`src/rtl/decoder_bcd_pkg.sv`:
```
// Shared widths, types and helpers for the BCD one-of-nine decoder.
// The decoded word packs the nine digit lines with the invalid flag.
package decoder_bcd_pkg;

  localparam int BCD_W     = 4;
  localparam int BCD_MAX   = 9;
  localparam int NUM_LINES = 9;

  typedef logic [BCD_W-1:0]     bcd_code_t;
  typedef logic [NUM_LINES-1:0] lines_t;

  // lines[0] drives d1, lines[8] drives d9
  typedef struct packed {
    logic   invalid;
    lines_t lines;
  } decode_t;

  function automatic logic is_bcd(input bcd_code_t code);
    return code <= bcd_code_t'(BCD_MAX);
  endfunction

endpackage

```
`src/rtl/decoder_bcd_onehot_comb.sv`:
```
// Purely combinational BCD code to one-hot digit lines plus invalid flag.
// Code 0 and codes 10..15 leave every line low; only 10..15 flag invalid.
module decoder_bcd_onehot_comb
  import decoder_bcd_pkg::*;
(
  input  logic [BCD_W-1:0]     code,
  output logic [NUM_LINES-1:0] lines,
  output logic                 invalid
);

  logic code_ok;

  assign code_ok = is_bcd(code);

  always_comb begin
    lines   = '0;
    invalid = ~code_ok;
    if (code_ok && (code != '0)) begin
      lines = lines_t'(1) << (code - bcd_code_t'(1));
    end
  end

endmodule

```
`src/rtl/decoder_bcd.sv`:
```
// BCD-to-one-of-nine decoder with an optional output register stage.
// REG_OUT=1 gives one cycle of latency and async clear; REG_OUT=0 is pure logic.
module decoder_bcd
  import decoder_bcd_pkg::*;
#(
  parameter bit REG_OUT = 1'b1
) (
  input  logic clk,
  input  logic rst_n,
  input  logic a,
  input  logic b,
  input  logic c,
  input  logic d,
  output logic d1,
  output logic d2,
  output logic d3,
  output logic d4,
  output logic d5,
  output logic d6,
  output logic d7,
  output logic d8,
  output logic d9,
  output logic invalid
);

  bcd_code_t code;
  decode_t   dec_c;
  decode_t   dec_o;

  assign code = {a, b, c, d};

  decoder_bcd_onehot_comb u_onehot (
    .code    (code),
    .lines   (dec_c.lines),
    .invalid (dec_c.invalid)
  );

  generate
    if (REG_OUT) begin : g_reg
      decode_t dec_q;

      // The whole word clears together, so no stale line survives a reset
      always_ff @(posedge clk or negedge rst_n) begin
        if (!rst_n) begin
          dec_q <= '0;
        end else begin
          dec_q <= dec_c;
        end
      end

      assign dec_o = dec_q;
    end else begin : g_comb
      logic unused_clk_rst;

      assign unused_clk_rst = &{1'b0, clk, rst_n};
      assign dec_o          = dec_c;
    end
  endgenerate

  assign d1      = dec_o.lines[0];
  assign d2      = dec_o.lines[1];
  assign d3      = dec_o.lines[2];
  assign d4      = dec_o.lines[3];
  assign d5      = dec_o.lines[4];
  assign d6      = dec_o.lines[5];
  assign d7      = dec_o.lines[6];
  assign d8      = dec_o.lines[7];
  assign d9      = dec_o.lines[8];
  assign invalid = dec_o.invalid;

endmodule

```
`config.mk`:
```
export PLATFORM = sky130hd
export DESIGN_NAME = decoder_bcd
export DESIGN_NICKNAME = d
export VERILOG_FILES = /design/src/rtl/decoder_bcd_pkg.sv /design/src/rtl/decoder_bcd_onehot_comb.sv /design/src/rtl/decoder_bcd.sv
export SDC_FILE = /design/constraint.sdc
export NUM_CORES = 1
export LEC_CHECK = 0
export CORE_AREA = 2 2 39 41
export CTS_BUF_LIST = sky130_fd_sc_hd__clkbuf_8
export CTS_CLUSTER_SIZE = 24
export DETAILED_ROUTE_END_ITERATION = 6
export DIE_AREA = 0 0 41 43
export PLACE_DENSITY = 0.6
export SLEW_MARGIN = 5
export SYNTH_ARGS = -nofsm -noshare
export SYNTH_HDL_FRONTEND = slang
export SYNTH_SLANG_ARGS = --single-unit
```
`constraint.sdc`:
```
create_clock -name clk -period 0.8 [get_ports clk]
set_input_delay 0.16 -clock clk [delete_from_list [all_inputs] [get_ports clk]]
set_output_delay 0.16 -clock clk [all_outputs]
set_load 0.01 [all_outputs]
```
# Word-level counts from Yosys, hierarchy flattened
# Cells that the tools add are included.
# Widths: inputs -> output; s select.
[classes]
addsub = 1
mul = 0
n_div = 0
magnitude_cmp = 1
n_eq_ne = 0
shift = 1
mux = 1
bitwise = 1
reduce_logical = 2
[op_table]
columns = ["operator", "n"]
rows = [
  ["$mux 9", 1],
  ["$shl 1x4->9 const A", 1],
  ["$le 4x4->1 const B", 1],
  ["$reduce_bool 4->1", 1],
  ["$sub 4x1->4 const B", 1],
  ["$logic_and 1x1->1", 1],
  ["$not 1->1", 1],
]
[word_totals]
ff_bits = 10
latch_bits = 0
ramBits = 0
mem_bits_ro = 0
input_bits = 6
output_inout_bits = 10
mem_count = 0

# Longest topological paths before layout
# Gate-level depths: netlist of run 1.
[logic_depth]
ltp_word = 3
mapped_depth = 2

# Hierarchy
# A second synthesis of run 1 with hierarchy kept.
[unflattened]
hier_cells = 23
hier_area_um2 = 396.6
[by_module_without_submodules]
columns = ["mod", "n_inst", "cells_each", "area_per_inst_um2", "seq_area_each_um2"]
rows = [
  ["decoder_bcd", 1, 10, 250.2, 250.2],
  ["decoder_bcd_onehot_comb", 1, 13, 146.4, 0.0],
]

# Least setup slack after synthesis of run 1
# Ideal clock, no wire load.
[synth_timing]
kind = "input to register"
startpoint = "input a"
endpoint = "register g_reg.dec_q (netlist bit d3)"
arrival_ps = 563
required_time_ps = 679
setup_slack_ps = 116
cell_stages = 2
cell_sequence = "buf_2 and4bb_2"
[synth_rtl]
columns = ["element", "line", "rtl"]
rows = [
  ["start: declaration", "decoder_bcd.sv:10", "input logic a,"],
  ["end signal: assignment", "decoder_bcd.sv:45", "dec_q <= '0;"],
  ["end signal: assignment", "decoder_bcd.sv:47", "dec_q <= dec_c;"],
  ["end: declaration", "decoder_bcd.sv:40", "decode_t dec_q;"],
]

# Worst setup path after layout of run 1
[layout_timing]
startpoint = "register g_reg.dec_q (netlist bit invalid)"
endpoint = "output invalid"
[layout_rtl]
columns = ["element", "line", "rtl"]
rows = [
  ["end: declaration", "decoder_bcd.sv:23", "output logic invalid"],
]
# No word-level cell between the ends.

==> results.sh, run 1 <==
export IMPL_status="finished, violations left"
export IMPL_violations="setup timing"
export IMPL_crit_cells=1
export IMPL_dp_hpwl_um=444
export IMPL_slew_violations=0
export IMPL_grt_max_degree=11
export IMPL_critPathKind="reg2out"
export IMPL_cp_start_kind="flip-flop"
export IMPL_peakVddDrop_mv=0.687
export IMPL_syn_area_um2=397
export IMPL_cts_max_level=1
export IMPL_slew_headroom_pct=78.3
export IMPL_hp_class="in2async"
export IMPL_design_core_area_um2=1380
export IMPL_root_buffer="clkbuf_8"
export IMPL_fin_crit_ns=0.869
export IMPL_fmaxAchievable_ghz=1.15
export IMPL_die_y_um=43
export IMPL_met2_length_um=279
export IMPL_row_count=14
export IMPL_end_kind="output pin"
export IMPL_pwr_density_cell_nw_per_um2=1970
export IMPL_path_clk_slew_ns=0.04
export IMPL_clockPowerShare_pct=43.4
export IMPL_power_mw=1.14
export IMPL_p_leak_nw=0.296
export IMPL_internal_power_mw=0.911
export IMPL_viasPerCell=4.29
export IMPL_drt_pass1_iterations=1
export IMPL_final_cells=58
export IMPL_ys_ff_latch=10
export IMPL_drv_cap=0
export IMPL_cp_arrival_ns=0.71
export IMPL_met1_length_um=236
export IMPL_pin_count=16
export IMPL_io_buffers=15
export IMPL_period_share_pct=109
export IMPL_place_ws_ns=-0.441
export IMPL_drt_initial_drc_count=0
export IMPL_crit_family="flip-flops"
export IMPL_synthesis_nets=29
export IMPL_die_area_um2=1760
export IMPL_place_inst=55
export IMPL_timing_hold_ws_ns=0.253
export IMPL_tightest_slew_ns=0.325
export IMPL_synth_warnings=0
export IMPL_fp_dieW_um=41
export IMPL_switching_share_pct=19.7
export IMPL_path_max_fanout=1
export IMPL_combPwrFrac_pct=10.4
export IMPL_ctsHoldBuffers=0
export IMPL_grt_ovfl_total=0
export IMPL_seq_area_frac_synth_pct=63.1
export IMPL_highest_layer="met4"
export IMPL_wl_per_cell_um=10.3
export IMPL_startpoint="invalid"
export IMPL_fin_util_pct=41.6
export IMPL_cts_setup_buffers=0
export IMPL_slowest_delay_ns=0.35
export IMPL_fin_nets=50
export IMPL_grt_pass1_vias=230
export IMPL_rsz0062_at_grt="yes"
export IMPL_clock_path_buffers=2
export IMPL_initial_core_util_pct=28.7
export IMPL_hold_viol_final=0
export IMPL_p_switching_mw=0.224
export IMPL_drive_above_1_share_pct=52.4
export IMPL_final_cell_area_um2=576
export IMPL_p_seq_share_pct=46.2
export IMPL_finalSetupViolCount=10
export IMPL_wl_met3_um=66
export IMPL_grt_pass1_wl_um=966
export IMPL_gp_congestion=0.722
export IMPL_tns_ns=-0.644
export IMPL_place_area_um2=588
export IMPL_path_cells="buf_2"
export IMPL_endpoint="invalid"
export IMPL_drc=0
export IMPL_fin_ws_ns=-0.0693
export IMPL_syn_inst=23
export IMPL_syn_to_final_growth_pct=45.1
export IMPL_avgSynthCellArea_um2=17.2
export IMPL_final_cell_mix="dfrtp_1, buf_2, nor4b_2"
export IMPL_vias=249
export IMPL_numCtsBuffers=3
export IMPL_ant_nets=0
export IMPL_routed_wl_um=597
export IMPL_synth_cell_types=9
export IMPL_gr_usage_all_layers_pct=9.08
export IMPL_cts_sinks=10
export IMPL_worst_ep_required_time_ns=0.64
export IMPL_cp_num_buf_inv=1
export IMPL_antenna_found_initial=0
export IMPL_n_antenna_cell=0
export IMPL_crit_slowest_cell="dfrtp_1"
export IMPL_cts_tree="built"
[how the worst min path moves through the flow]
stage	start	cells past startpoint	end	slack [ns]
finish	rst_n	2	d5	0.25
global route	rst_n	2	d5	0.25
CTS	rst_n	2	d5	0.25
detailed placement	rst_n	2	invalid	0.49
global placement	rst_n	2	d1	0.49
floorplan	rst_n	0	d1	-0.14
[per-layer routing]
| metal | track usage, % | vias up |
|---|---|---|
| met3 | 3.14 | 2 |
| li1 | - | 125 |
| met5 | 0 | - |
| met1 | 10.8 | 110 |
| met2 | 10.3 | 12 |
| met4 | 12.0 | 0 |
[repair_timing]
item	in CTS	in global routing
endpoints found under the setup margin	20	11
gates resized for setup	44	1
hold endpoints to repair	0	0
[cells in the mapped netlist]
library cell,n,area [um2]
nor4bb_1,1,10.0
and4bb_1,2,25.0
buf_2,2,10.0
o21a_1,1,7.51
buf_6,1,11.3
and4bb_2,1,12.5
dfrtp_1,10,250
and4b_1,1,10.0
nor4b_2,4,60.1
[power groups by stage]
stage / combinational, mW / sequential [mW] / clock (mW)
after floorplan: 0.0461 / 0.542 / 0
after global placement: 0.139 / 0.533 / 0
after detailed placement: 0.142 / 0.533 / 0
after CTS: 0.120 / 0.525 / 0.510
after global routing: 0.130 / 0.525 / 0.543
final: 0.118 / 0.525 / 0.492
[registers in the layout, summed over array words and instances (netlist names)]
| name | count |
|---|---|
| d9 | 1 |
| d1 | 1 |
| d8 | 1 |
| d7 | 1 |
| d4 | 1 |
| d2 | 1 |
| d3 | 1 |
| d6 | 1 |
| d5 | 1 |
| invalid | 1 |
[cell type report]
type	count	area (um2)
clock buffers	3	41.3
flip-flops and latches	10	250
well taps	16	20.0
fillers	127	808
multi-input cells	10	125
repair buffers	19	139
[cell families (layout without fill, tap and decap cells)]
logic type | count (synthesis) | in the layout | share of synthesized area, %
flip-flops | 10 | 10 | 63.1
AND/OR/NAND/NOR | 9 | 9 | 29.7
buffers and inverters | 3 | 22 | 5.36
AO/OA/AOI/OAI | 1 | 1 | 1.89
No activity file was read; power rests on OpenSTA's default activity.
==> run 2, diff against run 1 <==
Settings changed: CELL_PAD_IN_SITES_DETAIL_PLACEMENT set to 0, CELL_PAD_IN_SITES_GLOBAL_PLACEMENT set to 1, CORE_AREA 2 2 39 41 to not set, CORE_MARGIN set to 1.5, CORE_UTILIZATION set to 30, DIE_AREA 0 0 41 43 to not set, PLACE_DENSITY 0.6 to 0.73.
==> run 2 against run 1 <==
Effect of this change:
- the flow still finishes with violations (setup timing)
- maximum frequency is 0.23% higher
- die area is 12% lower
- cell count is 3.4% lower
- design area is 0.65% lower
- first-iteration DRC count stayed put
- non-clock buffer count stayed put
- clock power is 3% lower
- worst setup slack better by 0.0020 ns
- critical path type unchanged
- largest power group unchanged
==> results.sh, run 2 (synthesis results as in run 1) <==
export IMPL_status="finished, violations left"
export IMPL_violations="setup timing"
export IMPL_numCtsBuffers=3
export IMPL_drv_cap=0
export IMPL_viasPerCell=4.46
export IMPL_clockPowerShare_pct=42.6
export IMPL_ant_nets=0
export IMPL_path_clk_slew_ns=0.04
export IMPL_fin_ws_ns=-0.0674
export IMPL_fp_dieW_um=39.4
export IMPL_grt_ovfl_total=0
export IMPL_vias=250
export IMPL_internal_power_mw=0.911
export IMPL_combPwrFrac_pct=10.6
export IMPL_cp_start_kind="flip-flop"
export IMPL_timing_hold_ws_ns=0.263
export IMPL_final_cells=56
export IMPL_antenna_found_initial=0
export IMPL_drt_pass1_iterations=1
export IMPL_grt_pass1_wl_um=1110
export IMPL_gp_congestion=0.709
export IMPL_crit_family="flip-flops"
export IMPL_cp_arrival_ns=0.71
export IMPL_wl_per_cell_um=11.2
export IMPL_p_seq_share_pct=46.8
export IMPL_die_y_um=39.4
export IMPL_row_count=12
export IMPL_critPathKind="reg2out"
export IMPL_slew_headroom_pct=79.1
export IMPL_cp_num_buf_inv=1
export IMPL_dp_hpwl_um=498
export IMPL_period_share_pct=108
export IMPL_io_buffers=15
export IMPL_cts_max_level=1
export IMPL_die_area_um2=1550
export IMPL_gr_usage_all_layers_pct=11.3
export IMPL_p_switching_mw=0.212
export IMPL_tightest_slew_ns=0.313
export IMPL_root_buffer="clkbuf_8"
export IMPL_fmaxAchievable_ghz=1.15
export IMPL_p_leak_nw=0.297
export IMPL_path_cells="buf_2"
export IMPL_drc=0
export IMPL_final_cell_mix="dfrtp_1, buf_2, nor4b_2, dlygate4sd2_1"
export IMPL_rsz0062_at_grt="yes"
export IMPL_cts_tree="built"
export IMPL_routed_wl_um=628
export IMPL_grt_max_degree=11
export IMPL_design_core_area_um2=1170
export IMPL_hold_viol_final=0
export IMPL_place_inst=53
export IMPL_pwr_density_cell_nw_per_um2=1960
export IMPL_crit_slowest_cell="dfrtp_1"
export IMPL_switching_share_pct=18.9
export IMPL_finalSetupViolCount=10
export IMPL_peakVddDrop_mv=0.874
export IMPL_slew_violations=0
export IMPL_drive_above_1_share_pct=52.4
export IMPL_fin_nets=50
export IMPL_syn_to_final_growth_pct=44.2
export IMPL_clock_path_buffers=2
export IMPL_pin_count=16
export IMPL_hp_class="in2async"
export IMPL_initial_core_util_pct=33.9
export IMPL_cts_sinks=10
export IMPL_drt_initial_drc_count=0
export IMPL_n_antenna_cell=0
export IMPL_cts_setup_buffers=0
export IMPL_slowest_delay_ns=0.35
export IMPL_grt_pass1_vias=272
export IMPL_end_kind="output pin"
export IMPL_fin_crit_ns=0.867
export IMPL_worst_ep_required_time_ns=0.64
export IMPL_path_max_fanout=1
run 2: changes by cell type in the layout (fill, tap and decap cells not counted):
cell	before	now
clkdlybuf4s15_1	1	0
dlygate4sd2_1	3	4
run 2: power groups by stage:
stage | Sequential (mW) | Clock, mW | Combinational (mW)
after floorplan | 0.542 | 0 | 0.0461
after CTS | 0.526 | 0.493 | 0.122
after detailed placement | 0.533 | 0 | 0.143
after global placement | 0.533 | 0 | 0.138
after global routing | 0.526 | 0.514 | 0.131
final | 0.525 | 0.479 | 0.119
run 2: per-layer routing:
| layer | vias to the layer above | GRT usage [%] | wire [um] |
|---|---|---|---|
| li1 | 123 | - | - |
| met1 | 112 | 12.4 | 275 |
| met2 | 13 | 18.3 | 299 |
| met3 | 2 | 1.70 | 35 |
| met4 | 0 | 10.3 | 18 |
| met5 | - | 0 | 0 |
run 2: repair_timing:
action                                  in CTS  in global routing
endpoints found under the setup margin      20                 10
gates resized for setup                     44                  0
hold buffers                                 0                  0
endpoints found under the hold margin        0                  0
run 2: area by class of cell:
type / count / area (um2)
Multi-Input combinational cell: 10 / 125
Clock buffer: 3 / 41.3
Tap cell: 14 / 17.5
Sequential cell: 10 / 250
Fill cell: 114 / 599
Timing Repair Buffer: 19 / 138
run 2: through the flow:
stage | area, um2 | utilization [%] | total power, mW | setup TNS [ns] | setup WS (ns)
after floorplan | 397 | - | 0.588 | 0 | 0.116
after global placement | 586 | 50.0 | 0.671 | -5.30 | -0.379
after detailed placement | 586 | 50.0 | 0.676 | -5.69 | -0.413
after CTS | 572 | 48.8 | 1.14 | -0.740 | -0.0794
after global routing | 572 | 48.8 | 1.17 | -0.913 | -0.104
final | 572 | 48.8 | 1.12 | -0.641 | -0.0674
run 2: worst max path at each step:
stage,start,endpoint,slack [ns],cells after the start
global route,d6,d6,-0.10,1
CTS,d4,d4,-0.08,1
floorplan,a,d3,0.12,2
global placement,b,d3,-0.38,2
finish,d1,d1,-0.07,1
detailed placement,b,d3,-0.41,2
